[src/rtl/keccak_pkg.sv]
// Shared constants and rate helpers for the multi-rate keccak input padder.
package keccak_pkg;

  localparam int RATE_MAX = 1152;

  localparam logic [1:0] MODE_224 = 2'd0;
  localparam logic [1:0] MODE_256 = 2'd1;
  localparam logic [1:0] MODE_384 = 2'd2;
  localparam logic [1:0] MODE_512 = 2'd3;

  localparam logic [7:0] PAD_SHA3   = 8'h06;
  localparam logic [7:0] PAD_KECCAK = 8'h01;
  localparam logic [7:0] PAD_END    = 8'h80;

  typedef enum logic {
    ST_ABSORB   = 1'b0,
    ST_WAIT_ACK = 1'b1
  } pad_state_e;

  function automatic int rate_bits(input logic [1:0] mode);
    case (mode)
      MODE_224: return 1152;
      MODE_256: return 1088;
      MODE_384: return 832;
      default:  return 576;
    endcase
  endfunction

  function automatic int words_per_block(input logic [1:0] mode, input int w);
    return rate_bits(mode) / w;
  endfunction

endpackage

[src/rtl/keccak_pad_word.sv]
// Combinational padding of the final message word: keep the top byte_num bytes,
// insert the domain pad byte right after them and zero the rest.
module keccak_pad_word
  import keccak_pkg::*;
#(
  parameter int W        = 32,
  parameter bit SHA3_PAD = 1'b1
) (
  input  logic [W-1:0]             word_in,
  input  logic [$clog2(W/8)-1:0]   byte_num,
  input  logic                     is_last,
  output logic [W-1:0]             word_out
);

  localparam int BW = $clog2(W/8);
  localparam logic [7:0] PAD_BYTE = SHA3_PAD ? PAD_SHA3 : PAD_KECCAK;

  // Byte gi counts from the MSB end, matching message byte order.
  for (genvar gi = 0; gi < W/8; gi++) begin : g_byte
    localparam logic [BW-1:0] IDX = BW'(gi);
    assign word_out[W-1-8*gi -: 8] =
        (!is_last || IDX < byte_num) ? word_in[W-1-8*gi -: 8] :
        (IDX == byte_num)            ? PAD_BYTE               : 8'h00;
  end

endmodule

[src/rtl/keccak_padder_multi.sv]
// Multi-rate keccak input padder: assembles W-bit words into rate-sized blocks,
// pads the final word in place and hands blocks to the permutation with an ack handshake.
module keccak_padder_multi #(
  parameter int W        = 32,
  parameter bit SHA3_PAD = 1'b1,
  parameter int RATE_MAX = keccak_pkg::RATE_MAX
) (
  input  logic                     clk,
  input  logic                     reset,
  input  logic [W-1:0]             in,
  input  logic                     in_ready,
  input  logic                     is_last,
  input  logic [$clog2(W/8)-1:0]   byte_num,
  input  logic [1:0]               mode,
  output logic                     buffer_full,
  output logic [RATE_MAX-1:0]      out,
  output logic                     out_valid,
  output logic                     out_last,
  input  logic                     f_ack
);

  import keccak_pkg::*;

  localparam int NMAX = RATE_MAX / W;
  localparam int CW   = $clog2(NMAX);

  pad_state_e      state_q, state_d;
  logic [CW-1:0]   cnt_q, cnt_d;
  logic [1:0]      mode_q, mode_d;
  logic            in_msg_q, in_msg_d;
  logic            last_q, last_d;

  logic            accept;
  logic            clear;
  logic [1:0]      eff_mode;
  logic [CW-1:0]   last_slot;
  logic [W-1:0]    padded;

  // The live mode input only matters on the first word of a message.
  assign eff_mode    = in_msg_q ? mode_q : mode;
  assign last_slot   = CW'(words_per_block(eff_mode, W) - 1);
  assign accept      = in_ready && (state_q == ST_ABSORB);
  assign clear       = f_ack && (state_q == ST_WAIT_ACK);
  assign buffer_full = (state_q == ST_WAIT_ACK);
  assign out_valid   = (state_q == ST_WAIT_ACK);
  assign out_last    = last_q;

  keccak_pad_word #(
    .W        (W),
    .SHA3_PAD (SHA3_PAD)
  ) u_pad (
    .word_in  (in),
    .byte_num (byte_num),
    .is_last  (is_last),
    .word_out (padded)
  );

  always_comb begin
    state_d  = state_q;
    cnt_d    = cnt_q;
    mode_d   = mode_q;
    in_msg_d = in_msg_q;
    last_d   = last_q;
    case (state_q)
      ST_ABSORB: begin
        if (accept) begin
          mode_d = eff_mode;
          if (is_last) begin
            state_d  = ST_WAIT_ACK;
            last_d   = 1'b1;
            in_msg_d = 1'b0;
          end else begin
            in_msg_d = 1'b1;
            if (cnt_q == last_slot) begin
              state_d = ST_WAIT_ACK;
              last_d  = 1'b0;
            end else begin
              cnt_d = cnt_q + 1'b1;
            end
          end
        end
      end
      ST_WAIT_ACK: begin
        if (f_ack) begin
          state_d = ST_ABSORB;
          cnt_d   = '0;
          last_d  = 1'b0;
        end
      end
      default: state_d = ST_ABSORB;
    endcase
  end

  always_ff @(posedge clk or negedge reset) begin
    if (!reset) begin
      state_q  <= ST_ABSORB;
      cnt_q    <= '0;
      mode_q   <= MODE_224;
      in_msg_q <= 1'b0;
      last_q   <= 1'b0;
    end else begin
      state_q  <= state_d;
      cnt_q    <= cnt_d;
      mode_q   <= mode_d;
      in_msg_q <= in_msg_d;
      last_q   <= last_d;
    end
  end

  // Slots are zeroed on ack, so untouched slots of a padded block are already zero.
  for (genvar gi = 0; gi < NMAX; gi++) begin : g_slot
    localparam logic [CW-1:0] IDX = CW'(gi);
    logic [W-1:0] slot_q, slot_d;

    always_comb begin
      slot_d = slot_q;
      if (clear) slot_d = '0;
      if (accept && cnt_q == IDX) slot_d = padded;
      if (accept && is_last && last_slot == IDX) slot_d[7:0] = slot_d[7:0] | PAD_END;
    end

    always_ff @(posedge clk or negedge reset) begin
      if (!reset) slot_q <= '0;
      else        slot_q <= slot_d;
    end

    assign out[RATE_MAX-1-gi*W -: W] = slot_q;
  end

endmodule

[config.mk]
export PLATFORM = sky130hd
export DESIGN_NAME = keccak_padder_multi
export DESIGN_NICKNAME = d
export VERILOG_FILES = /design/src/rtl/keccak_pkg.sv /design/src/rtl/keccak_pad_word.sv /design/src/rtl/keccak_padder_multi.sv
export SDC_FILE = /design/constraint.sdc
export NUM_CORES = 1
export LEC_CHECK = 0
export ABC_CLOCK_PERIOD_IN_PS = 5900
export BUFFER_PORTS_ARGS = -buffer_cell sky130_fd_sc_hd__buf_2
export CAP_MARGIN = 20
export CORE_AREA = 2 2 459 461
export DETAILED_ROUTE_END_ITERATION = 12
export DIE_AREA = 0 0 461 463
export PLACE_DENSITY_LB_ADDON = 0.3
export SLEW_MARGIN = 10
export SYNTH_ARGS = -nofsm -noshare
export SYNTH_HDL_FRONTEND = slang
export SYNTH_HIERARCHICAL = 1
export SYNTH_SLANG_ARGS = --single-unit
[constraint.sdc]
create_clock -name clk -period 5.9 [get_ports clk]
set_input_delay 0.59 -clock clk [delete_from_list [all_inputs] [get_ports clk]]
set_output_delay 0.59 -clock clk [all_outputs]
set_load 0.03 [all_outputs]
# After elaboration in Yosys (flattened, before gate mapping)
# Cells that the tools add are included.
op_classes:
  bitwise_logic: 2
  n_lt_le_gt_ge: 4
  muxes: 134
  reduce_logical: 160
  n_eq_ne: 81
  add_sub_neg: 3
ops:
  columns: ["operator", "count"]
  rows:
  - ["$mux W32", 72]
  - ["$mux W8", 40]
  - ["$eq A6 B5 Y1 const B", 32]
  - ["$reduce_bool A3 Y1", 36]
  - ["$eq A6 B4 Y1 const B", 16]
  - ["$logic_and A1 B1 Y1", 75]
  - ["$reduce_bool A2 Y1", 36]
  - ["$eq A6 B3 Y1 const B", 8]
  - ["$eq A6 B6 Y1 const B", 8]
  - ["$pmux W11 S3", 1]
  - ["$eq A6 B2 Y1 const B", 4]
  - ["$mux W6", 4]
  - ["$eq A6 B1 Y1 const B", 2]
  - ["$logic_not A6 Y1", 2]
  - ["$mux W3", 4]
  - ["$pmux W6 S2", 1]
  - ["$mux W1", 9]
  - ["$ne A2 B2 Y1 const B", 4]
  - ["$add A6 B1 Y6", 1]
  - ["$add A6 B1 Y6 const B", 1]
  - ["$eq A6 B6 Y1", 1]
  - ["$sub A6 B2 Y6 const B", 1]
  - ["$reduce_or A5 Y1", 1]
  - ["$eq A2 B2 Y1 const A", 2]
  - ["16 further kinds", 23]
word_totals:
  register_bits: 1163
  output_inout_bits: 1155

# Depth between registers and ports, before layout
depth:
  depth_word: 12
  mapped_depth: 9

# Modules after synthesis
# Netlist, hierarchy kept.
modules_own_cells:
  columns: ["module", "seq_area_each_um2", "area_each_um2", "cells_each", "n_inst"]
  rows:
  - ["keccak_padder_multi", 29102.9, 46759.8, 5263, 1]
  - ["keccak_pad_word", 0.0, 272.8, 41, 1]

# Least setup slack after synthesis
# Ideal clock, no wire load.
synth_timing:
  path_type: "input to register"
  from: "input port in_ready"
  to: "register g_slot[7].slot_q[12]"
  path_slack_ns: 3.968
  setup_time_ns: 0.122
  path_stages: 7
  arrival_ns: 1.811
  cell_sequence: "or4b_1 buf_6 nor2_4 and2_1 buf_4 buf_4 o21ai_1"
synth_between:
  elab_chain_len: 3
  word_cells_on_any_way: 4
  classes_between: "mux (1); reduce/logical (3)"
synth_rtl:
  columns: ["item", "line", "rtl"]
  rows:
  - ["start: declaration", "keccak_padder_multi.sv:11", "input logic in_ready,"]
  - ["$logic_and A1 B1 Y1 (*)", "keccak_padder_multi.sv:42", "assign accept = in_ready && (state_q == ST_ABSORB);"]
  - ["$logic_and A1 B1 Y1 (*)", "keccak_padder_multi.sv:118", "if (accept && cnt_q == IDX) slot_d = padded;"]
  - ["$mux W32 / $reduce_bool A2 Y1 (equally long branches)", null, null]
  - ["end signal: assignment", "keccak_padder_multi.sv:124", "else slot_q <= slot_d;"]
  - ["end: declaration", "keccak_padder_multi.sv:113", "logic [W-1:0] slot_q, slot_d;"]
# Mark *: on every way between the ends. The rest lies on a longest branch, timed or not.
# A chain may end at the register's enable or synchronous reset.

# Final worst setup path
layout_timing:
  from: "register state_q (netlist: buffer_full)"
  to: "register g_slot[10].slot_q[8]"
layout_between:
  elab_chain_len: 4
  word_cells_on_any_way: 6
  classes_between: "mux (1); bitwise (1); reduce/logical (4)"
layout_rtl:
  columns: ["item", "line", "rtl"]
  rows:
  - ["start: declaration", "keccak_padder_multi.sv:27", "pad_state_e state_q, state_d;"]
  - ["start signal: assignment", "keccak_padder_multi.sv:102", "state_q <= state_d;"]
  - ["$not A1 Y1 (no line)", null, null]
  - ["$logic_and A1 B1 Y1", "keccak_padder_multi.sv:42", null]
  - ["$logic_and A1 B1 Y1", "keccak_padder_multi.sv:118", null]
  - ["$mux W32 / $reduce_bool A2 Y1 (equally long branches)", null, null]
  - ["end signal: assignment", "keccak_padder_multi.sv:124", null]
  - ["end: declaration", "keccak_padder_multi.sv:113", null]
# Several ways; a longest one is shown, not always the timed one.

==> flow_summary.ini <==
[worst_setup_path]
cp.depth = 7
timing.rr.end = g_slot[10].slot_q[8]
start_kind = flip-flop
r2r_cells = 7
r2r_start = buffer_full
required_ps = 6610
cp-end-kind = flip-flop
path_max_fanout = 40
max_stage_delay_ps = 770
crit_start = buffer_full
r2r_slack_ps = 2350
worst_path_most_repeated_cell = buf_4
crit_chain = or4b_1 > buf_4 > nor2_4 > and2_2 > buf_4 > nand2_1 > o21ai_1
cp_slowest_cell = or4b_1
crit_end = g_slot[10].slot_q[8]
crit_buf_inv = 2
crit_arrival_ps = 4260
crit_type = reg2reg
cp_top_family = simple AND/OR/NAND/NOR gates

[logic_synthesis]
async_flop_share = 1.00
syn_inst = 5304
synth_most_common_cell = nand2_1
synth_area_um2 = 47000
ys_top_cells_by_count = nand2_1, dfrtp_1, nand3_1
ys_seq_area_frac = 0.619
ys.flop_type = dfrtp_1
yosysTopAreaCell = dfrtp_1
syn_nets = 5349
ys_top_cells_by_area = dfrtp_1, nand2_1, nand3_1
ys_ff_latch = 1163
synth_edf_count = 0
ys_warn_count = 6
synth_cell_types = 43
synth_area_per_cell_um2 = 8.87
synth_top_area_share = 0.619

[clocking]
clkSlewWorstSetupHoldPaths_ps = 60
cts_resized = 0
cts.path.max_buffers = 3
worstSkewPairLatency_ps = 800
cts-root-buf = clkbuf_16
clock-sinks = 1163
cts_buffers = 139
cts_tree = yes
htree_num_levels = 4

[final_layout]
drive_gt1_frac = 0.254
final_nets = 6297
stdcell_area_um2 = 60200
utilization = 0.289
synthToLayoutAreaGrowth_pct = 28.1

[hold_path]
hold_class = in2reg

[grt]
grt_max_degree = 183
groute.usage.overall = 0.213
overflow = 0
antenna_found_initial = 20
grt_pass1_vias = 40300
grt_pass1_wl_mm = 325

[detailed_routing]
avgRoutedWirePerCell_um = 25.7
detail_route.vias_per_cell = 4.59
wl_mm = 235
dr.pass1.iters = 6
drc_errors = 0
vias = 42100
drtIter0Drc = 4098
antenna_left = 0

[die]
die_h_um = 463
die_width_um = 461
coreArea_um2 = 209000
die-area_um2 = 213000
std_cell_rows = 168
ios = 1196
start_util = 0.226

[placement]
dpl_cell_area_um2 = 55600
gp_congestion = 0.812
io_buffers = 1195
dp_hpwl_mm = 151

[sta]
finalSetupTns_ps = 0
tightest_slew_ps = 1210
fmax_mhz = 282
setup_viol = 0
min_period_ps = 3550
finClkSkew_ps = 50.7
finalHoldViolations = 0
rsz0062_at_grt = false
post-route-period-util = 0.602
slew_violations = 0
slew_headroom = 0.190

[outcome]
status = complete, no violations

[pwr]
power.leakage_nw = 32.5
ir_drop_v = 0.000279
power_density_nw_per_um2 = 358
p_total_mw = 21.6

[flow_run]
drv_cap = 0
what timing repair did:
item	in CTS	in global routing
hold buffers	1	0
endpoints found under the hold margin	64	0
setup buffers	0	0
placed cells by master, fill, tap and decap left out, types with 5 or more instances in the layout:
| cell type | n |
|---|---|
| nand3_2 | 11 |
| inv_1 | 6 |
| nand2b_1 | 6 |
| buf_2 | 1194 |
| and2_2 | 15 |
| and2_4 | 6 |
| nor2_4 | 15 |
| nand2_1 | 2305 |
| clkinv_2 | 17 |
| nor2_1 | 15 |
| o21ai_0 | 377 |
| nor2b_4 | 19 |
| inv_6 | 6 |
| clkbuf_1 | 34 |
| a21oi_1 | 6 |
| dfrtp_1 | 1163 |
| o21ai_1 | 238 |
| clkbuf_16 | 141 |
| buf_12 | 18 |
| clkbuf_8 | 28 |
| nand3_1 | 547 |
| buf_4 | 100 |
| clkinv_16 | 5 |
| nor3b_1 | 5 |
| diode_2 | 12 |
report_power, final:
part	switching (mW)	internal, mW
sequential	0.365	8.53
clock	3.69	4.97
combinational	3.22	0.805
total	7.28	14.3
flip-flops by register name, summed over array words and instances, names as in the netlist:
name,flops
g_slot.slot_q,1152
buffer_full,1
cnt_q,6
in_msg_q,1
out_last,1
mode_q,2
kinds of logic (layout without fill, tap and decap cells):
family                   Yosys count  in the layout  share of synthesized area
AND/OR/NAND/NOR                 2974           2974                      0.258
flip-flops                      1163           1163                      0.619
AO/OA/AOI/OAI                    642            642                     0.0694
buffers and inverters            515           1564                     0.0515
multiplexers                       6              6                    0.00154
adder cells (fa/ha/maj)            4              4                    0.00106
other                              0             12                          0
how the worst min path moves through the flow:
stage | from | to | cells after the start
floorplan | reset | buffer_full | 0
finish | mode[0] | mode_q[0] | 2
CTS | mode[0] | mode_q[0] | 2
detailed placement | g_slot[30].slot_q[1] | g_slot[30].slot_q[1] | 2
global placement | g_slot[30].slot_q[26] | g_slot[30].slot_q[26] | 2
global route | mode[0] | mode_q[0] | 2
per-layer routing:
| layer | part of all wire | vias to the layer above | GRT usage |
|---|---|---|---|
| li1 | - | 18800 | - |
| met1 | 0.39 | 20900 | 0.257 |
| met2 | 0.47 | 2023 | 0.347 |
| met3 | 0.097 | 386 | 0.0666 |
| met4 | 0.044 | 2 | 0.0904 |
| met5 | 0.000047 | - | 0 |
stage by stage:
step                      hold WS [ps]  setup slack [ps]  std cells
after floorplan                    294              3970       5304
after global placement             469              2330       8902
after detailed placement           474              2250       8910
after CTS                         55.7              2250       9153
after global routing              77.1              2140       9165
final                              121              2350       9170
area by class of cell:
type                       instances  area, µm²
antenna                           12       30.0
multi-input combinational       3626      15900
inverter                           6       22.5
clock inverter                    39        515
sequential                      1163      29100
tap                             2805       3510
fill                           22300     148000
clock buffer                     203       4040
timing repair buffer            1316       7140
Note: power is estimated with default switching activity, not from simulation.
